[src/rtl/bv_match_encode.sv]
// ---------------------------------------------------------------------------
// bv_match_encode
//
// Purpose:
//   Combines three per-field rule match vectors with a bitwise AND, then scans
//   the result CHUNK bits per cycle. It reports the lowest-numbered rule whose
//   bit survives the AND. Each start pulse gives exactly one result pulse. A
//   start that arrives while a scan is running is dropped, and the drop is
//   remembered in a sticky flag.
//
// Parameters:
//   BV_WIDTH  rule bit-vector width, one bit per rule (multiple of CHUNK)
//   CHUNK     bits examined per scan cycle
//   IDX_W     rule index width (2**IDX_W >= BV_WIDTH)
//
// Ports:
//   clk               rising-edge clock
//   reset             asynchronous, active-low reset
//   stage_enable_in   one-cycle start pulse; bv_a/b/c are sampled with it
//   bv_a, bv_b, bv_c  per-field match vectors
//   stage_enable_out  one-cycle pulse, match_hit/match_index are valid
//   match_hit         1 = at least one rule matched (held until next result)
//   match_index       lowest matching rule, 0 on miss (held until next result)
//   busy              high while a scan is in progress
//   enable_lost       sticky: a start pulse was dropped while busy
// ---------------------------------------------------------------------------
module bv_match_encode #(
  parameter int BV_WIDTH = 288,
  parameter int CHUNK    = 32,
  parameter int IDX_W    = 9
) (
  input  logic                clk,
  input  logic                reset,
  input  logic                stage_enable_in,
  input  logic [BV_WIDTH-1:0] bv_a,
  input  logic [BV_WIDTH-1:0] bv_b,
  input  logic [BV_WIDTH-1:0] bv_c,
  output logic                stage_enable_out,
  output logic                match_hit,
  output logic [IDX_W-1:0]    match_index,
  output logic                busy,
  output logic                enable_lost
);

  localparam int NUM_CHUNKS = BV_WIDTH / CHUNK;
  localparam int CNT_W      = (NUM_CHUNKS > 1) ? $clog2(NUM_CHUNKS) : 1;
  localparam logic [CNT_W-1:0] LAST_CNT = CNT_W'(NUM_CHUNKS - 1);

  typedef enum logic {
    IDLE = 1'b0,
    SCAN = 1'b1
  } state_t;

  state_t              state;
  state_t              state_nxt;
  logic [CNT_W-1:0]    cnt;
  logic [CNT_W-1:0]    cnt_nxt;
  logic [BV_WIDTH-1:0] vec;
  logic [BV_WIDTH-1:0] vec_nxt;
  logic                seo_nxt;
  logic                hit_nxt;
  logic [IDX_W-1:0]    idx_nxt;
  logic                lost_nxt;

  logic [CHUNK-1:0]    cur_chunk;
  logic                chunk_nz;
  logic [IDX_W-1:0]    chunk_base;
  logic [IDX_W-1:0]    chunk_off;
  logic [IDX_W-1:0]    chunk_idx;

  assign busy = (state == SCAN);

  // Select the chunk of the latched vector addressed by the chunk counter.
  // The vector is frozen at the accepting edge, so input changes during the
  // scan never reach this path.
  always_comb begin
    cur_chunk = vec[int'(cnt) * CHUNK +: CHUNK];
  end

  // Priority encoder for the current chunk. The loop runs from the top bit
  // down, so the last assignment that takes effect is the lowest set bit.
  // Because chunks are visited in ascending order and the scan stops at the
  // first nonzero chunk, the lowest index also wins across chunks.
  always_comb begin
    chunk_nz   = |cur_chunk;
    chunk_base = IDX_W'(int'(cnt) * CHUNK);
    chunk_off  = '0;
    for (int i = CHUNK - 1; i >= 0; i--) begin
      if (cur_chunk[i]) begin
        chunk_off = IDX_W'(i);
      end
    end
    chunk_idx = chunk_base + chunk_off;
  end

  // Next-state and next-output logic. Every register holds by default, and
  // the result pulse defaults low. This gives the one-cycle pulse and the
  // hold-until-next-result behaviour of match_hit/match_index.
  // A start pulse seen in SCAN, even on the completing edge, only sets the
  // sticky lost flag. Acceptance therefore only happens from IDLE.
  always_comb begin
    state_nxt = state;
    cnt_nxt   = cnt;
    vec_nxt   = vec;
    seo_nxt   = 1'b0;
    hit_nxt   = match_hit;
    idx_nxt   = match_index;
    lost_nxt  = enable_lost;

    case (state)
      IDLE: begin
        if (stage_enable_in) begin
          vec_nxt   = bv_a & bv_b & bv_c;
          cnt_nxt   = '0;
          state_nxt = SCAN;
        end
      end

      SCAN: begin
        if (stage_enable_in) begin
          lost_nxt = 1'b1;
        end
        if (chunk_nz) begin
          hit_nxt   = 1'b1;
          idx_nxt   = chunk_idx;
          seo_nxt   = 1'b1;
          state_nxt = IDLE;
        end else if (cnt == LAST_CNT) begin
          hit_nxt   = 1'b0;
          idx_nxt   = '0;
          seo_nxt   = 1'b1;
          state_nxt = IDLE;
        end else begin
          cnt_nxt = cnt + 1'b1;
        end
      end

      default: begin
        state_nxt = IDLE;
      end
    endcase
  end

  // State and output registers. Reset is asynchronous, so it aborts a scan
  // in progress immediately. The result pulse is cleared with everything
  // else, so an aborted scan never produces stage_enable_out.
  always_ff @(posedge clk or negedge reset) begin
    if (!reset) begin
      state            <= IDLE;
      cnt              <= '0;
      vec              <= '0;
      stage_enable_out <= 1'b0;
      match_hit        <= 1'b0;
      match_index      <= '0;
      enable_lost      <= 1'b0;
    end else begin
      state            <= state_nxt;
      cnt              <= cnt_nxt;
      vec              <= vec_nxt;
      stage_enable_out <= seo_nxt;
      match_hit        <= hit_nxt;
      match_index      <= idx_nxt;
      enable_lost      <= lost_nxt;
    end
  end

endmodule
[config.mk]
export PLATFORM = sky130hd
export DESIGN_NAME = bv_match_encode
export DESIGN_NICKNAME = d
export VERILOG_FILES = /design/src/rtl/bv_match_encode.sv
export SDC_FILE = /design/constraint.sdc
export NUM_CORES = 1
export LEC_CHECK = 0
export CORE_AREA = 2 2 344 346
export CTS_CLUSTER_SIZE = 40
export DETAILED_ROUTE_END_ITERATION = 16
export DIE_AREA = 0 0 346 348
export PLACE_DENSITY_LB_ADDON = 0.25
export SYNTH_ARGS = -nofsm -noshare
export SYNTH_HDL_FRONTEND = slang
export SYNTH_SLANG_ARGS = --single-unit
[constraint.sdc]
create_clock -name clk -period 4.6 [get_ports clk]
set_input_delay 0.92 -clock clk [delete_from_list [all_inputs] [get_ports clk]]
set_output_delay 0.92 -clock clk [all_outputs]
set_load 0.02 [all_outputs]
# After elaboration in Yosys (flattened, before gate mapping)
# Index checks and enable logic that the tools add are counted.
[op_classes]
add_sub_neg = 2
n_eq_ne = 4
shifts = 1
muxes = 47
n_bitwise = 3
reduce_logical = 6
[op_table]
columns = ["operator", "n"]
rows = [
  ["$and A288 B288 Y288", 2],
  ["$mux W9", 33],
  ["$shiftx A288 B10 Y32", 1],
  ["$reduce_or A32 Y1", 1],
  ["$mux W4", 3],
  ["$add A9 B9 Y9", 1],
  ["$mux W1", 8],
  ["$pmux W4 S2", 1],
  ["$ne A2 B2 Y1 const B", 3],
  ["$reduce_and A2 Y1", 3],
  ["$mux W5", 1],
  ["$add A4 B1 Y4 const B", 1],
  ["$eq A4 B4 Y1 const B", 1],
  ["$reduce_and A3 Y1", 1],
  ["$pmux W1 S2", 1],
  ["$reduce_bool A2 Y1", 1],
  ["$not A1 Y1", 1],
]
[totals]
reg_bits = 305
in_bits = 867
out_inout_bits = 13

# Longest topological paths before layout
# Gate-level depths: netlist (run 1).
[depth]
word_depth = 35
depth_mapped = 13
ltp_nobuf = 8

# Worst setup path before layout (run 1)
# Ideal clock, no wire load.
[synth_path]
kind = "reg-to-reg"
start = "register cnt[1]"
end = "register match_index[0]"
t_arrival_ns = 2.937
required_ns = 4.477
path_slack_ns = 1.540
stages_incl_launch_ff = 12
path_buffers = 3
synth_period_minus_slack_ns = 3.060
cell_sequence = "dfrtp_1 -> buf_2 -> buf_2 -> buf_1 -> mux4_2 -> a222oi_1 -> o211ai_1 -> nor2_1 -> a41oi_2 -> and3_4 -> a221oi_2 -> nand2_1"
[synth_via]
elab_chain_len = 35
[synth_rtl]
columns = ["element", "line_no", "rtl"]
rows = [
  ["start: declaration", "56", "logic [CNT_W-1:0] cnt;"],
  ["start signal: assignment", "158", "cnt <= cnt_nxt;"],
  ["$shiftx A288 B10 Y32", "77", "cur_chunk = vec[int'(cnt) * CHUNK +: CHUNK];"],
  ["$mux W5", "89", "if (cur_chunk[i]) begin"],
  ["$mux W9 (31 in a row)", "89", ""],
  ["$add A9 B9 Y9", "93", "chunk_idx = chunk_base + chunk_off;"],
  ["$mux W9", "123", "if (chunk_nz) begin"],
  ["end signal: assignment", "162", "match_index <= idx_nxt;"],
  ["end: declaration", "40", "output logic [IDX_W-1:0] match_index,"],
]
# Several ways; a longest one is shown, not always the timed one.
# A chain may end at the register's enable or synchronous reset.

# Final worst setup path (run 1)
# Ends and elaborated chain as after synthesis.

==> results by group, run 1 <==
Synth
  • Synth warn: 0
  • Post-synth top flop: dfrtp_1
  • Post-synth EDFFs: 0
  • Ys async rst share: between 90% and 100%
  • Yosys reg bits: 305
  • Sequential area share after synthesis: approximately 52%
  • Cell Area, Synth: approximately 15000 µm²
  • Syn_nets: 2365
  • Library cells used by synthesis: 49
  • Post-Synthesis Cells: 1496
  • Syn_area_per_cell: between 9 and 10 µm²

Clock tree
  • Hold Buf Count CTS: 0
  • Setup Fix Bufs, Post-CTS: 0
  • Cts repair resizes: 0
  • Reg clk slew, reported paths: approximately 60 ps
  • Total CTS buffers: 35
  • CTS root buffer: clkbuf_16
  • Clk Latency, worst-skew pair: approximately 520 ps
  • CTS HTree Levels: 2
  • CTS sink cnt: roughly 310
  • CTS tree: built
  • Clock Path Buffers: 3

Timing
  • Crit path time final: ~3800 ps
  • Final setup fails: 0
  • Clock Skew: roughly 15 ps
  • Worst-Margin Slew: between 800 and 900 ps
  • RSZ-0062 raised after global routing: no
  • Fmax: roughly 260 MHz
  • Period utilisation layout: about 83%
  • Final Max Tran Viols: 0
  • Slew HR: ~45%
  • Final Hold Vio Count: 0
  • Post-route setup TNS: 0 ps

Floorplanning
  • Die Footprint: 120000 µm²
  • Horiz. Die Dim: 346 µm
  • Starting density of the core: 12.5%
  • Core Area: ~120000 µm²
  • Num rows: around 130
  • Die height: between 300 and 400 µm
  • # IOs: between 800 and 900

Global routing
  • Grt met1 use: between 20% and 30%
  • Grt met2 use: 22.8%
  • Met3 Use GR: 2.54%
  • Top Usage Layer GRT: met2
  • First-pass GRT wire length: 123000 µm
  • Vias in the first global route: 15400
  • Total gr overflow: 0
  • Antenna violations before repair: 35
  • Largest net degree at the start of global routing: 144
  • GRT Total Usage: 14.5%

Finish
  • Reg area: about 7600 µm²
  • Most frequent cells in the layout: clkdlybuf4s50_1 (878), nand2_1 (313), dfrtp_1 (303)
  • Final Util: a little under a quarter
  • Commonest non-fill, non-tap cell in the layout: clkdlybuf4s50_1
  • Layout cells sized above 1: 6.47%
  • Layout area overhead: 80.6%
  • Fill cell count: 12700
  • Number of nets in the layout: 3210
  • Multi-input logic area: ~6500 µm²

Drt
  • Vias/cell: 3.83
  • DRC: 0
  • Routed len/inst: 23.2 µm
  • Initial DRT Pass Iterations: 6
  • Vias: 15000
  • Initial drt markers: 966
  • Antenna-violating nets left: 0
  • Drt total wl: slightly above 90000 µm

Power and ir drop
  • Worst vdd ir: ~200 µV
  • LEAKAGE: 10.1 nW
  • Power Density: between 200 and 300 nW/µm²

Worst setup path
  • Class of the most critical setup path: reg2reg
  • Worst path required time: approximately 5000 ps
  • Type of origin of the critical path: register
  • Crit path DAT: roughly 4200 ps
  • Crit path max fanout: 33
  • CP endpoint kind: register

Placed design
  • IO Port Bufs: just under 900
  • GP Congestion: about 0.84
  • Detail Placement HPWL: 77600 µm

Outcome
  • Status: complete, no violations

Min path
  • Worst Hold Class: in2async

Flow run
  • Maxcap violations: 0
-- Yosys cell counts, types with 4 or more instances --
cell type | n | area share (%)
nand3_1 | 296 | 10
nand2_1 | 314 | 8.1
o211ai_1 | 4 | 0.21
a211oi_1 | 5 | 0.26
a21oi_1 | 7 | 0.24
o21ai_1 | 4 | 0.14
a22o_1 | 4 | 0.24
nor2b_1 | 5 | 0.21
dfrtp_1 | 305 | 52
mux4_2 | 59 | 9.1
and4_1 | 5 | 0.30
o21ai_0 | 297 | 10
nor2_1 | 10 | 0.26
nand4_1 | 4 | 0.17
a222oi_1 | 27 | 1.9
clkbuf_1 | 71 | 1.8
buf_2 | 9 | 0.31
and2_1 | 5 | 0.21
inv_1 | 11 | 0.28
mux2_2 | 6 | 0.46
-- logic make-up (layout without fill, tap and decap cells) --
| logic type | Yosys count | after routing | synth area share (%) |
|---|---|---|---|
| AND/OR/NAND/NOR | 652 | 652 | 20.3 |
| buffers and inverters | 102 | 969 | 3.16 |
| multiplexers | 65 | 65 | 9.57 |
| AO/OA/AOI/OAI | 370 | 370 | 14.5 |
| adder cells (fa/ha/maj) | 2 | 2 | 0.171 |
| flip-flops | 305 | 305 | 52.3 |
| other | 0 | 8 | 0 |
-- through the flow --
step           instances  cell area, µm²  worst slack (ps)  power (mW)  hold WS [ps]
3_3_place_gp        3840           25200               721        5.04           443
3_5_place_dp        3840           25200               713        5.05           464
4_1_cts             3899           26300               671        7.99           457
2_1_floorplan       1496           14600              1540        3.72           442
6_report            3907           26400               771        7.83           393
5_1_grt             3900           26300               492        8.24           474
-- cell type report --
cell class | count | area share (%)
clock buffer | 46 | 3.79
tap | 1536 | 7.29
antenna | 8 | 0.0760
inverter | 11 | 0.157
multi-input combinational | 1089 | 24.8
clock inverter | 13 | 0.574
timing repair buffer | 899 | 34.4
sequential | 305 | 29.0
-- flip-flops by register name, summed over array words and instances (netlist names) --
| name | flops |
|---|---|
| busy | 1 |
| cnt | 4 |
| enable_lost | 1 |
| match_hit | 1 |
| match_index | 9 |
| stage_enable_out | 1 |
| vec | 288 |
-- per-layer routing --
metal / vias up / share of wire, %
met1: 7156 / 48
met5: - / 0.039
li1: 7169 / -
met4: 6 / 1.4
met2: 571 / 45
met3: 76 / 5.5
-- final timing paths --
kind	from	to	slack [ps]	cells past startpoint
worst min-delay path	reset	vec[35]$_DFFE_PN0P_	390	1
min in group clk	enable_lost$_DFFE_PN0P_	enable_lost$_DFFE_PN0P_	460	1
max in group asynchronous	reset	vec[215]$_DFFE_PN0P_	3210	2
worst max register to register	cnt[1]$_DFFE_PN0P_	match_index[0]$_DFFE_PN0P_	770	10
worst min register to register	enable_lost$_DFFE_PN0P_	enable_lost$_DFFE_PN0P_	460	1
worst max-delay path	cnt[1]$_DFFE_PN0P_	match_index[0]$_DFFE_PN0P_	770	10
-- report_power, final --
part | switching, mW | internal (mW) | leakage, nW
sequential | 0.199 | 2.93 | 4.10
clock | 1.18 | 1.70 | 0.561
combinational | 0.818 | 1.01 | 5.39
-- worst max-delay path: stages, from the launching register on --
cell and delay (ps):
dfrtp_4 770, buf_4 420, buf_4 250, mux4_2 320, a222oi_1 450, nand2_1 240
nor3_4 320, a41oi_2 340, and3_4 300, a221oi_2 210, nand2_1 70
No activity file was read; power rests on OpenSTA's default activity.
==> inputs of run 2 (changes only) <==
- CORE_AREA: 2 2 344 346 -> 2 2 347 349
- DIE_AREA: 0 0 346 348 -> 0 0 349 351
- clock period: 4.6 -> 3.9 ns (I/O delays scaled with it)
==> run 2 against run 1 <==
Net effect: via count rose by 1.2%; sequential cell count did not move; largest cell class unchanged; clock power rose by 28%; worst setup slack got worse by 470 ps; critical endpoint unchanged; hold slack got worse by 190 ps.
==> results by group, run 2 (same netlist as run 1, synthesis figures left out) <==
Floorplanning
  • Horiz. Die Dim: around 350 µm
  • Num rows: 127
  • Core Area: 119000 µm²
  • Die Footprint: about 120000 µm²
  • # IOs: slightly below 900
  • Starting density of the core: 12.3%
  • Die height: approximately 350 µm

Finish
  • Max reg flops: approximately 290
  • Most frequent cells in the layout: clkdlybuf4s50_1 (878), nand2_1 (313), dfrtp_1 (303)
  • Commonest non-fill, non-tap cell in the layout: clkdlybuf4s50_1
  • Layout area overhead: 82.3%
  • Layout cells sized above 1: 7.17%
  • Post-route cell area: about 27000 µm²
  • Number of nets in the layout: 3226
  • Final Util: between 20 and 25%
  • Largest register by flop count: vec
  • Fill cell count: 12900
  • Largest regs: vec x288, match_index x9, cnt x4

Worst setup path
  • Crit path DAT: 4040 ps
  • R2r setup slk: just over 300 ps
  • Slowest CP cell: mux4_2
  • CP max stage delay: 620 ps
  • Crit path max fanout: 32
  • Critical path cell sequence: buf_12 > mux4_2 > a222oi_1 > and4_1 > and4_1 > a41oi_2 > and3_4 > a221oi_2 > nand2_1
  • R2R cell count: 9
  • Class of the most critical setup path: reg2reg
  • Worst reg2reg endpoint: match_index[0]$_DFFE_PN0P_
  • RR Startpoint: cnt[0]$_DFFE_PN0P_
  • Type of origin of the critical path: register
  • Worst path required time: around 4300 ps
  • CP endpoint kind: register
  • Crit-path most repeated cell: and4_1

Clock tree
  • Clock Path Buffers: 3
  • CTS HTree Levels: 2
  • Setup Fix Bufs, Post-CTS: 0
  • Clk Latency, worst-skew pair: about 550 ps
  • Reg clk slew, reported paths: ~60 ps
  • Total CTS buffers: 38
  • CTS tree: built
  • CTS sink cnt: 305
  • Cts repair resizes: 0
  • CTS root buffer: clkbuf_16
  • Hold Buf Count CTS: 0

Placed design
  • Cell Area, Placed: around 25000 µm²
  • Detail Placement HPWL: ~79000 µm
  • IO Port Bufs: just under 900
  • GP Congestion: 0.857

Global routing
  • GRT Total Usage: between 10% and 20%
  • Antenna violations before repair: 49
  • Vias in the first global route: around 15000
  • Largest net degree at the start of global routing: 135
  • Total gr overflow: 0
  • First-pass GRT wire length: 122000 µm

Power and ir drop
  • Power Density: approximately 360 nW/µm²
  • Int Pwr: 6.82 mW
  • Part of the power in combinational logic: 23.0%
  • LEAKAGE: between 10 and 15 nW
  • Clock power frac: between 30% and 40%
  • Sw Ratio: between 20% and 30%
  • Worst vdd ir: 218 µV
  • P_sw: approximately 2.7 mW
  • Total power: roughly 9.5 mW
  • Reg power frac: about 39%

Timing
  • RSZ-0062 raised after global routing: no
  • Final setup fails: 0
  • Post-route setup TNS: 0 ps
  • Crit path time final: 3590 ps
  • Final Max Tran Viols: 0
  • Final Hold Vio Count: 0
  • Worst-Margin Slew: about 1000 ps
  • Slew HR: a little under 30%
  • Fmax: between 200 and 300 MHz
  • Period utilisation layout: just over 90%
  • Clock Skew: roughly 22 ps

Drt
  • Routed len/inst: approximately 23 µm
  • Initial DRT Pass Iterations: 5
  • DRC: 0
  • Antenna-violating nets left: 0
  • Vias: 15200
  • Drt total wl: 91800 µm
  • Initial drt markers: 909
  • Vias/cell: just under 4

Min path
  • Worst Hold Class: in2async

Flow run
  • Maxcap violations: 0

Outcome
  • Status: complete, no violations
[run 2: cell count changes in the layout (fill, tap and decap cells not counted)]
cell,delta
clkinvlp_4,-1
clkinv_8,+2
buf_4,+11
clkbuf_1,+5
buf_12,+2
diode_2,-4
clkbuf_16,+2
clkbuf_8,+1
clkinv_2,-1
inv_6,+2
[run 2: power groups by stage]
stage	Sequential, mW	Combinational (mW)	Clock, mW
3_5_place_dp	3.73	2.24	0
2_1_floorplan	3.66	0.733	0
5_1_grt	3.71	2.41	3.91
6_report	3.67	2.19	3.66
4_1_cts	3.68	2.25	3.80
3_3_place_gp	3.74	2.23	0
[run 2: worst max-delay path by stage]
stage	cells after the start	slack, ps	startpoint	end
floorplan	11	840	cnt[1]$_DFFE_PN0P_	match_index[0]$_DFFE_PN0P_
global placement	9	310	cnt[0]$_DFFE_PN0P_	match_index[0]$_DFFE_PN0P_
detailed placement	9	300	cnt[0]$_DFFE_PN0P_	match_index[0]$_DFFE_PN0P_
CTS	9	300	cnt[0]$_DFFE_PN0P_	match_index[0]$_DFFE_PN0P_
global route	9	160	cnt[0]$_DFFE_PN0P_	match_index[0]$_DFFE_PN0P_
finish	9	310	cnt[0]$_DFFE_PN0P_	match_index[0]$_DFFE_PN0P_
[run 2: stage by stage]
stage	instances	hold slack [ps]	setup WS [ps]
after floorplan	1496	442	840
after global placement	3865	445	311
after detailed placement	3865	444	304
after CTS	3934	231	303
after global routing	3934	246	161
final	3938	208	305
[run 2: critical path: cells and delay by family (launching register included)]
kind | cells | cell delay, ps
buf+inv | 1 | 250
mux | 1 | 620
simple gates | 4 | 1060
flops | 1 | 450
compound gates | 3 | 990
[run 2: routing by layer]
layer  part of all wire [%]  vias to the layer above  GRT usage [%]
met5                   0.11                        -              0
met4                    1.5                       18           2.37
met3                    5.4                      111           2.64
met2                     46                      555           23.0
met1                     47                     7276           20.2
li1                       -                     7194              -
[run 2: final cells by class]
class / instances / area [µm²] / share of cell area, %
well taps: 1548 / 1940 / 7.28
diodes: 4 / 10.0 / 0.0376
clock inverters: 15 / 189 / 0.710
inverters: 11 / 41.3 / 0.155
repair buffers: 912 / 9180 / 34.5
clock buffers: 54 / 1080 / 4.07
multi-input cells: 1089 / 6530 / 24.5
flip-flops and latches: 305 / 7640 / 28.7
==> inputs of run 3 (changes only) <==
- SLEW_MARGIN: not set -> 30
- clock period: 3.9 -> 3.4 ns (I/O delays scaled with it)
==> run 3 against run 2 <==
Net effect: global-route usage rose by 0.43 points; final cell count is 0.99% higher; non-clock buffer count increased by 36; hold slack got worse by 97 ps; sequential cell count is the same; clock skew decreased by 4.7 ps; clock power rose by 23%; clock-buffer cell count fell by 2; sequential power is 17% higher; routed wire length is 2.9% higher; maximum frequency up 12%; first-iteration DRC count is 0.88% higher; critical endpoint is now cnt[0]$_DFFE_PN0P_.
==> results by group, run 3 (same netlist as run 1, synthesis figures left out) <==
Worst setup path
  • CP bufs+invs: 2
  • Crit path DAT: around 3600 ps
  • Critical path cell sequence: buf_12 > buf_4 > mux4_2 > a222oi_1 > nand2_1 > nor3_4 > nand4_2 > or3_4 > nand3_1 > o21ai_1
  • Slowest CP cell: dfrtp_4
  • Class of the most critical setup path: reg2reg
  • Worst path required time: roughly 3800 ps
  • CP max stage delay: roughly 500 ps
  • Crit path max fanout: 18
  • RR Startpoint: cnt[0]$_DFFE_PN0P_
  • R2R cell count: 10
  • CP endpoint kind: register
  • R2r setup slk: between 150 and 200 ps
  • Worst reg2reg endpoint: cnt[0]$_DFFE_PN0P_
  • Type of origin of the critical path: register
  • CP delay by family, top: simple AND/OR/NAND/NOR gates

Clock tree
  • CTS tree: built
  • CTS root buffer: clkbuf_16
  • CTS sink cnt: 305
  • Reg clk slew, reported paths: approximately 60 ps
  • Total CTS buffers: 40
  • Hold Buf Count CTS: 0
  • CTS HTree Levels: 2
  • Clk Latency, worst-skew pair: 550 ps
  • Clock Path Buffers: 3

Power and ir drop
  • Worst vdd ir: roughly 290 µV
  • Power Density: around 420 nW/µm²
  • Total power: approximately 11 mW
  • LEAKAGE: 10.4 nW

Placed design
  • IO Port Bufs: between 800 and 900
  • Detail Placement HPWL: between 80000 and 90000 µm
  • GP Congestion: approximately 0.84

Floorplanning
  • Starting density of the core: between 10% and 20%
  • Die height: 351 µm
  • # IOs: a little under 900
  • Num rows: between 100 and 150
  • Core Area: roughly 120000 µm²
  • Horiz. Die Dim: around 350 µm
  • Die Footprint: 122000 µm²

Finish
  • Largest regs: vec x288, match_index x9, cnt x4
  • Most frequent cells in the layout: clkdlybuf4s50_1 (878), nand2_1 (313), dfrtp_1 (303)
  • Number of nets in the layout: 3264
  • Max reg flops: approximately 290
  • Layout area overhead: 85.7%
  • Largest register by flop count: vec
  • Layout cells sized above 1: 8.83%
  • Commonest non-fill, non-tap cell in the layout: clkdlybuf4s50_1

Min path
  • Worst Hold Class: in2async

Drt
  • Drt total wl: about 94000 µm
  • Vias: between 15000 and 20000
  • Initial DRT Pass Iterations: 7
  • Routed len/inst: around 24 µm
  • Initial drt markers: about 920
  • Vias/cell: about 3.9
  • DRC: 0
  • Antenna-violating nets left: 0

Flow run
  • Maxcap violations: 0

Timing
  • Post-route setup TNS: 0 ps
  • Worst-Margin Slew: approximately 760 ps
  • Fmax: around 310 MHz
  • Slew HR: between 40% and 50%
  • Clock Skew: 17.4 ps
  • Period utilisation layout: between 90% and 100%
  • Final Hold Vio Count: 0
  • Crit path time final: around 3200 ps
  • Final setup fails: 0
  • Final Max Tran Viols: 0
  • RSZ-0062 raised after global routing: no

Global routing
  • Largest net degree at the start of global routing: 111
  • Total gr overflow: 0
  • First-pass GRT wire length: approximately 130000 µm
  • Antenna violations before repair: slightly above 40
  • GRT Total Usage: between 10 and 15%
  • Vias in the first global route: 15700

Outcome
  • Status: complete, no violations
==> run 3: layout make-up <==
class	instances	area (µm²)
clock inverters	19	285
well taps	1548	1940
repair buffers	948	9550
multi-input cells	1089	6530
diodes	5	12.5
fillers	12900	91900
flip-flops and latches	305	7640
inverters	11	41.3
clock buffers	52	1100
==> run 3: metal layers <==
layer  GRT usage [%]  routed length (µm)  part of all wire, %
met4            2.64                1600                  1.7
met5               0                  34                0.036
met2            23.1               42200                   45
met3            2.51                5060                  5.4
met1            21.4               45500                   48
==> run 3: worst max-delay path by stage <==
stage	startpoint	endpoint	slack, ps	depth (start not counted)
2_1_floorplan	cnt[1]$_DFFE_PN0P_	match_index[0]$_DFFE_PN0P_	340	11
3_5_place_dp	cnt[0]$_DFFE_PN0P_	match_index[0]$_DFFE_PN0P_	-20	12
6_report	cnt[0]$_DFFE_PN0P_	cnt[0]$_DFFE_PN0P_	200	10
4_1_cts	cnt[0]$_DFFE_PN0P_	cnt[0]$_DFFE_PN0P_	20	9
3_3_place_gp	cnt[0]$_DFFE_PN0P_	match_index[0]$_DFFE_PN0P_	-30	12
5_1_grt	cnt[0]$_DFFE_PN0P_	cnt[1]$_DFFE_PN0P_	20	10
==> run 3: worst reg2reg max path, stage by stage (launching register included) <==
cell	delay (ps)
dfrtp_4	500
buf_12	200
buf_4	160
mux4_2	490
a222oi_1	440
nand2_1	200
nor3_4	320
nand4_2	190
or3_4	430
nand3_1	90
o21ai_1	60
==> run 3: per-stage QoR <==
step	hold slack, ps	utilization, %	cells	instance area [µm²]	setup slack (ps)
after floorplan	384	-	1496	14600	340
after global placement	446	21.5	3894	25600	-31.8
after detailed placement	444	21.5	3894	25600	-17.3
after CTS	147	22.7	3965	27000	24.8
after global routing	146	22.8	3973	27100	15.2
final	111	22.8	3977	27100	198
==> run 3: what timing repair did <==
action | 4_1_cts | 5_1_grt
pin swaps | 0 | 10
setup buffers | 0 | 7
hold endpoints to repair | 0 | 0
setup endpoints to repair | 1 | 10
gates resized for setup | 1 | 3
==> run 3: power by group <==
group          leakage (nW)  internal, mW  switching (mW)  total, mW
clock                 0.663          2.75            1.76       4.51
combinational          5.67          1.47            1.12       2.59
sequential             4.10          3.97           0.321       4.29
